## src/rtl/fmul_pipe_hs.sv

```systemverilog
// rtl/fmul_pipe_hs.sv - pipelined RNE floating-point multiplier with valid/ready and tag side-band (optional IEEE specials: FMUL_IEEE_SPECIALS_EN)
module fmul_pipe_hs #(
    parameter int EXP_W   = 8,
    parameter int MAN_W   = 23,
    parameter int LATENCY = 2,
    parameter int TAG_W   = 5
) (
    input  logic                     clk,
    input  logic                     rstn,
    input  logic                     in_valid,
    output logic                     in_ready,
    input  logic [EXP_W+MAN_W:0]     x,
    input  logic [EXP_W+MAN_W:0]     y,
    input  logic [TAG_W-1:0]         in_tag,
    output logic                     out_valid,
    input  logic                     out_ready,
    output logic [EXP_W+MAN_W:0]     res,
    output logic [TAG_W-1:0]         out_tag,
    output logic                     ovf,
    output logic                     unf
);
    localparam int W    = 1 + EXP_W + MAN_W;
    localparam int PW   = 2 * MAN_W + 2;
    localparam int EW   = EXP_W + 2;
    localparam int BIAS = 2 ** (EXP_W - 1) - 1;
    localparam int EMAX = 2 ** EXP_W - 1;
    localparam logic [W-1:0] QNAN = {1'b0, {EXP_W{1'b1}}, {MAN_W{1'b0}}} | (W'(1) << (MAN_W - 1));

    // Stage valids and the handshake advance chain.
    logic [LATENCY-1:0] v;
    logic [LATENCY-1:0] adv;
    logic               accept;

    // Stage 0 holds the raw product; exponents are two's complement in EW bits.
    logic              s0_sign;
    logic [EW-1:0]     s0_exp;
    logic [PW-1:0]     s0_prod;
    logic              s0_zero;
    logic              s0_nan;
    logic              s0_inf;
    logic [TAG_W-1:0]  s0_tag;

    // Stages 1..LATENCY-1 hold finished results; the last one drives the outputs.
    logic [W-1:0]      res_q [1:LATENCY-1];
    logic [TAG_W-1:0]  tag_q [1:LATENCY-1];
    logic              ovf_q [1:LATENCY-1];
    logic              unf_q [1:LATENCY-1];

    // Operand decode for stage 0.
    logic [EXP_W-1:0]  ex, ey;
    logic [MAN_W-1:0]  mx, my;
    logic [PW-1:0]     prod_c;
    logic [EW-1:0]     exp_c;
    logic              zero_c, nan_c, inf_c;

    // Normalise / round results for stage 1.
    logic              top;
    logic [MAN_W-1:0]  frac;
    logic              guard, sticky, rup;
    logic [MAN_W:0]    frac_r;
    logic [EW-1:0]     exp_r;
    logic              ovf_cond, unf_cond;
    logic [W-1:0]      r_res;
    logic              r_ovf, r_unf;

    // A stage may move when it, or any stage downstream of it, has room (or the consumer takes the head).
    always_comb begin
        logic chain;
        adv   = '0;
        chain = out_ready;
        for (int k = LATENCY - 1; k >= 0; k--) begin
            chain  = chain | ~v[k];
            adv[k] = chain;
        end
    end

    assign in_ready = rstn & adv[0];
    assign accept   = in_valid & in_ready;

    // Operand unpacking, exact mantissa product and biased exponent sum, plus input classification.
    always_comb begin
        ex     = x[W-2:MAN_W];
        ey     = y[W-2:MAN_W];
        mx     = x[MAN_W-1:0];
        my     = y[MAN_W-1:0];
        prod_c = PW'({1'b1, mx}) * PW'({1'b1, my});
        exp_c  = EW'(ex) + EW'(ey) - EW'(BIAS);
`ifdef FMUL_IEEE_SPECIALS_EN
        begin
            logic x_max, y_max, x_z, y_z, x_nan, y_nan, x_inf, y_inf;
            x_max  = &ex;
            y_max  = &ey;
            x_z    = ~|ex;
            y_z    = ~|ey;
            x_nan  = x_max & (|mx);
            y_nan  = y_max & (|my);
            x_inf  = x_max & ~(|mx);
            y_inf  = y_max & ~(|my);
            nan_c  = x_nan | y_nan | (x_inf & y_z) | (y_inf & x_z);
            inf_c  = ~nan_c & (x_inf | y_inf);
            zero_c = ~nan_c & ~inf_c & (x_z | y_z);
        end
`else
        nan_c  = 1'b0;
        inf_c  = 1'b0;
        zero_c = ~(|ex) | ~(|ey);
`endif
    end

    // Normalise the product, round to nearest even, then pick special/overflow/underflow/normal result.
    always_comb begin
        top    = s0_prod[PW-1];
        frac   = top ? s0_prod[PW-2:MAN_W+1] : s0_prod[PW-3:MAN_W];
        guard  = top ? s0_prod[MAN_W] : s0_prod[MAN_W-1];
        sticky = top ? |s0_prod[MAN_W-1:0] : |s0_prod[MAN_W-2:0];
        rup    = guard & (sticky | frac[0]);
        frac_r = {1'b0, frac} + (MAN_W + 1)'(rup);
        exp_r  = s0_exp + EW'(top) + EW'(frac_r[MAN_W]);
        ovf_cond = ~exp_r[EW-1] & (exp_r >= EW'(EMAX));
        unf_cond = exp_r[EW-1] | (exp_r == '0);
        r_res  = '0;
        r_ovf  = 1'b0;
        r_unf  = 1'b0;
        if (s0_nan) begin
            r_res = QNAN;
        end else if (s0_inf) begin
            r_res = {s0_sign, {EXP_W{1'b1}}, {MAN_W{1'b0}}};
        end else if (s0_zero) begin
            r_res = '0;
        end else if (ovf_cond) begin
            r_res = {s0_sign, {EXP_W{1'b1}}, {MAN_W{1'b0}}};
            r_ovf = 1'b1;
        end else if (unf_cond) begin
            r_unf = 1'b1;
        end else begin
            r_res = {s0_sign, exp_r[EXP_W-1:0], frac_r[MAN_W-1:0]};
        end
    end

    // Valid chain and stage-0 capture; data registers only load when a real op moves in.
    always_ff @(posedge clk or negedge rstn) begin
        if (!rstn) begin
            v       <= '0;
            s0_sign <= 1'b0;
            s0_exp  <= '0;
            s0_prod <= '0;
            s0_zero <= 1'b0;
            s0_nan  <= 1'b0;
            s0_inf  <= 1'b0;
            s0_tag  <= '0;
        end else begin
            if (adv[0]) begin
                v[0] <= accept;
                if (accept) begin
                    s0_sign <= x[W-1] ^ y[W-1];
                    s0_exp  <= exp_c;
                    s0_prod <= prod_c;
                    s0_zero <= zero_c;
                    s0_nan  <= nan_c;
                    s0_inf  <= inf_c;
                    s0_tag  <= in_tag;
                end
            end
            for (int k = 1; k < LATENCY; k++) begin
                if (adv[k])
                    v[k] <= v[k-1];
            end
        end
    end

    // Result stages: stage 1 captures the rounded result, later stages are plain retiming registers.
    always_ff @(posedge clk or negedge rstn) begin
        if (!rstn) begin
            for (int k = 1; k < LATENCY; k++) begin
                res_q[k] <= '0;
                tag_q[k] <= '0;
                ovf_q[k] <= 1'b0;
                unf_q[k] <= 1'b0;
            end
        end else begin
            if (adv[1] && v[0]) begin
                res_q[1] <= r_res;
                tag_q[1] <= s0_tag;
                ovf_q[1] <= r_ovf;
                unf_q[1] <= r_unf;
            end
            for (int k = 2; k < LATENCY; k++) begin
                if (adv[k] && v[k-1]) begin
                    res_q[k] <= res_q[k-1];
                    tag_q[k] <= tag_q[k-1];
                    ovf_q[k] <= ovf_q[k-1];
                    unf_q[k] <= unf_q[k-1];
                end
            end
        end
    end

    assign out_valid = v[LATENCY-1];
    assign res       = res_q[LATENCY-1];
    assign out_tag   = tag_q[LATENCY-1];
    assign ovf       = ovf_q[LATENCY-1];
    assign unf       = unf_q[LATENCY-1];

endmodule

```

## config.mk

```make
export PLATFORM = sky130hd
export DESIGN_NAME = fmul_pipe_hs
export DESIGN_NICKNAME = d
export VERILOG_FILES = /design/src/rtl/fmul_pipe_hs.sv
export SDC_FILE = /design/constraint.sdc
export NUM_CORES = 2
export LEC_CHECK = 0
export ABC_CLOCK_PERIOD_IN_PS = 7000
export BUFFER_PORTS_ARGS = -buffer_cell sky130_fd_sc_hd__buf_2
export CORE_MARGIN = 4
export CORE_UTILIZATION = 42
export DETAILED_ROUTE_END_ITERATION = 12
export PLACE_DENSITY = 0.6
export SYNTH_ARGS = -nofsm -noshare
export SYNTH_HDL_FRONTEND = slang
export SYNTH_SLANG_ARGS = --single-unit
```

## constraint.sdc

```tcl
create_clock -name clk -period 7 [get_ports clk]
set_clock_uncertainty 0.2 [all_clocks]
set_input_delay 0.7 -clock clk [delete_from_list [all_inputs] [get_ports clk]]
set_output_delay 0.7 -clock clk [all_outputs]
set_load 0.005 [all_outputs]
```

==> results by group <==
Timing
  • Final hold vios: 0
  • Worst slew margin: 0.371
  • Worst-margin pin slew: 0.943 ns
  • Setup violations, final: 0
  • RSZ-0062 raised after global routing: yes
  • Max Clock Freq: 147 MHz
  • Tcrit/Tclk final: 0.974
  • Max-slew violations: 0
  • Tmin final: 6.82 ns

Global routing
  • Gr usage total: 0.211
  • Largest net degree at the start of global routing: approximately 110
  • GRT overflow: 0
  • Vias in the first global route: 20100
  • Initial antenna violation count: 0
  • Global-route wire length before repair: 106000 um

Route
  • Initial DRC Count: between 1000 and 1500
  • Initial DRT Pass Iterations: 5
  • Vias/cell: 4.99
  • DR WL/cell: approximately 17 um
  • Total wire length: 65100 um
  • Antenna Nets Post-Route: 0
  • Residual DRC: 0
  • Via count: 18600

Synthesis
  • Flops & latches, synth: roughly 110
  • Yosys top cell area share: 0.397
  • Async set-reset flop share out of synthesis: 1.00
  • Cell taking the most area after synthesis: fa_1
  • Syn avg cell area: 8.92 um2
  • Synth Warn #: 0
  • Cell count after synthesis: 2740
  • Post-synthesis sequential area ratio: 0.109
  • Ys flop type: dfrtp_1
  • Post-synth top cells: 593 x inv_1, 484 x fa_1, 399 x nand2_1, 258 x and2_1, 190 x ha_1
  • Synth area leaders: fa_1 40%, dfrtp_1 11%, ha_1 9.7%, inv_1 9.1%, and2_1 6.6%
  • EDFF count, synth: 0
  • Synthesized area: about 0.024 mm2
  • Net count after synthesis: ~3500
  • Most frequent cell after synthesis: inv_1
  • Netlist cell types: 72

Die
  • Core Rows: 88
  • Die X: 249 um
  • Core area: a little under 0.06 mm2
  • Top-level I/O count: 114
  • Die area: ~0.062 mm2
  • Die height: approximately 250 um
  • Initial core utilization: 0.423

Critical path
  • CP arrival: 6.81 ns
  • FF-to-FF path depth: 16
  • Critical path startpoint category: input pin
  • WP data required: 6.99 ns
  • Crit Path Max Fanout: 9
  • Setup crit end kind: flop
  • Setup Crit Path Kind: in -> reg

Status
  • Status: complete, no violations

Clocking
  • Cts hold-fix bufs: 0
  • Clock Pin Slew Worst Setup and Hold Paths: 0.08 ns
  • Max Buffers Root-to-Sink: 2
  • Worst skew pair latency: between 0.3 and 0.4 ns
  • CTS tree: done
  • CTS buffer count: 9
  • Htree depth: 3
  • Root Driver: clkbuf_16
  • Clock sink count: 106

Placement
  • Port bufs: 113
  • Cells after DPL: 3716
  • Detailed Place HPWL: 57600 um
  • Gpl congestion: 0.938

Finish
  • Non-filler cells in the finished layout: 3734
  • # fillers: 5500
  • Layout area overhead: 14.2%
  • Final nets: 3711
  • Ant. Diodes: 0
  • Layout cells sized above 1: 0.147

Min path
  • HP Class: in -> async

Run
  • Max-Cap Viols: 0
cells by family (layout without fill, tap and decap cells):
kind of cell	count (synthesis)	after routing	share of synthesized area
muxes	28	28	0.0119
xor gates and xnor gates	77	77	0.0276
and+or+nand+nor	844	844	0.171
adders and majority gates	674	674	0.494
DFF	106	106	0.109
buffers and inverters	732	961	0.114
AOI/OAI and AO/OA	279	279	0.0730
cell type report:
| class | count | area [um2] | share of cell area |
|---|---|---|---|
| sequential | 106 | 2650 | 0.0951 |
| multi-input combinational | 1902 | 19200 | 0.689 |
| tap | 765 | 957 | 0.0343 |
| clock inverter | 5 | 67.6 | 0.00242 |
| timing repair buffer | 350 | 2540 | 0.0912 |
| clock buffer | 11 | 233 | 0.00834 |
| inverter | 595 | 2230 | 0.0800 |
registers in the layout (all words and copies together), names as in the netlist:
signal,cells
out_tag,5
s0_sign,1
s0_exp,10
s0_zero,1
v,2
ovf,1
s0_prod,48
s0_tag,5
res,32
unf,1
final timing paths:
| path | startpoint | to | slack (ns) |
|---|---|---|---|
| hold reg to reg | s0_tag[4]$_DFFE_PN0P_ | s0_tag[4]$_DFFE_PN0P_ | 0.27 |
| min in group clk | s0_tag[4]$_DFFE_PN0P_ | s0_tag[4]$_DFFE_PN0P_ | 0.27 |
| hold / removal | rstn | s0_zero$_DFFE_PN0P_ | 0.12 |
| max in group asynchronous | rstn | s0_prod[47]$_DFFE_PN0P_ | 5.20 |
| setup / recovery | y[11] | s0_prod[39]$_DFFE_PN0P_ | 0.18 |
| setup reg to reg | s0_prod[47]$_DFFE_PN0P_ | res[11]$_DFFE_PN0P_ | 1.95 |
layer usage:
layer | track usage | vias up | part of all wire | wire length, um
met3 | 0.0264 | 70 | 0.052 | 3360
li1 | - | 8721 | - | -
met5 | 0 | - | 0 | 0
met4 | 0.0421 | 0 | 0.020 | 1280
met2 | 0.354 | 445 | 0.48 | 31000
met1 | 0.296 | 9399 | 0.45 | 29500
per-stage QoR:
| stage | area, um2 | TNS [ns] | util | setup slack (ns) | hold WS (ns) |
|---|---|---|---|---|---|
| detailed placement | 27300 | -4.91 | 0.473 | -0.338 | 0.259 |
| finish | 27900 | 0 | 0.484 | 0.184 | 0.121 |
| global route | 27900 | -0.140 | 0.484 | -0.0594 | 0.165 |
| global placement | 27300 | -3.12 | 0.473 | -0.283 | 0.253 |
| floorplan | 24400 | 0 | - | 0.0300 | 0.204 |
| CTS | 27600 | 0 | 0.478 | 0.0305 | 0.134 |
cell usage in the layout, fill, tap and decap left out, types with 10 or more instances in the layout:
master and count:
o21bai_1 10, and2_1 256, inv_1 591, ha_1 182, and3_1 10, buf_6 13, xor2_1 38, nand2_1 395
nor4_1 12, nor2_1 66, mux2i_1 19, a221o_1 10, o21ai_0 75, nand4_1 13, dfrtp_1 105, xnor2_1 39
fa_1 478, nand3_1 24, buf_4 227, a21oi_1 68, buf_2 96, o21a_1 10, o21ai_1 11, o211ai_1 13
a21o_1 22
critical path: stages:
cell,delay [ns]
buf_2,0.23
buf_4,0.24
nand2_1,0.08
fa_1,0.48
fa_1,0.55
inv_1,0.05
fa_1,0.47
fa_1,0.52
fa_1,0.51
fa_1,0.50
inv_1,0.05
fa_1,0.48
inv_1,0.06
ha_4,0.29
nand3_2,0.11
nor3_4,0.22
a32oi_2,0.15
and3_4,0.21
or4_1,0.48
or3b_4,0.24
xnor2_1,0.11
o21ai_1,0.07
timing repair:
action	4_1_cts	5_1_grt
setup buffers	0	2
gates resized for setup	0	93
setup endpoints to repair	0	22
Power is left out: the tool's default activity adds up to more than one toggle a clock period on the data nets, which glitch-free logic cannot reach.
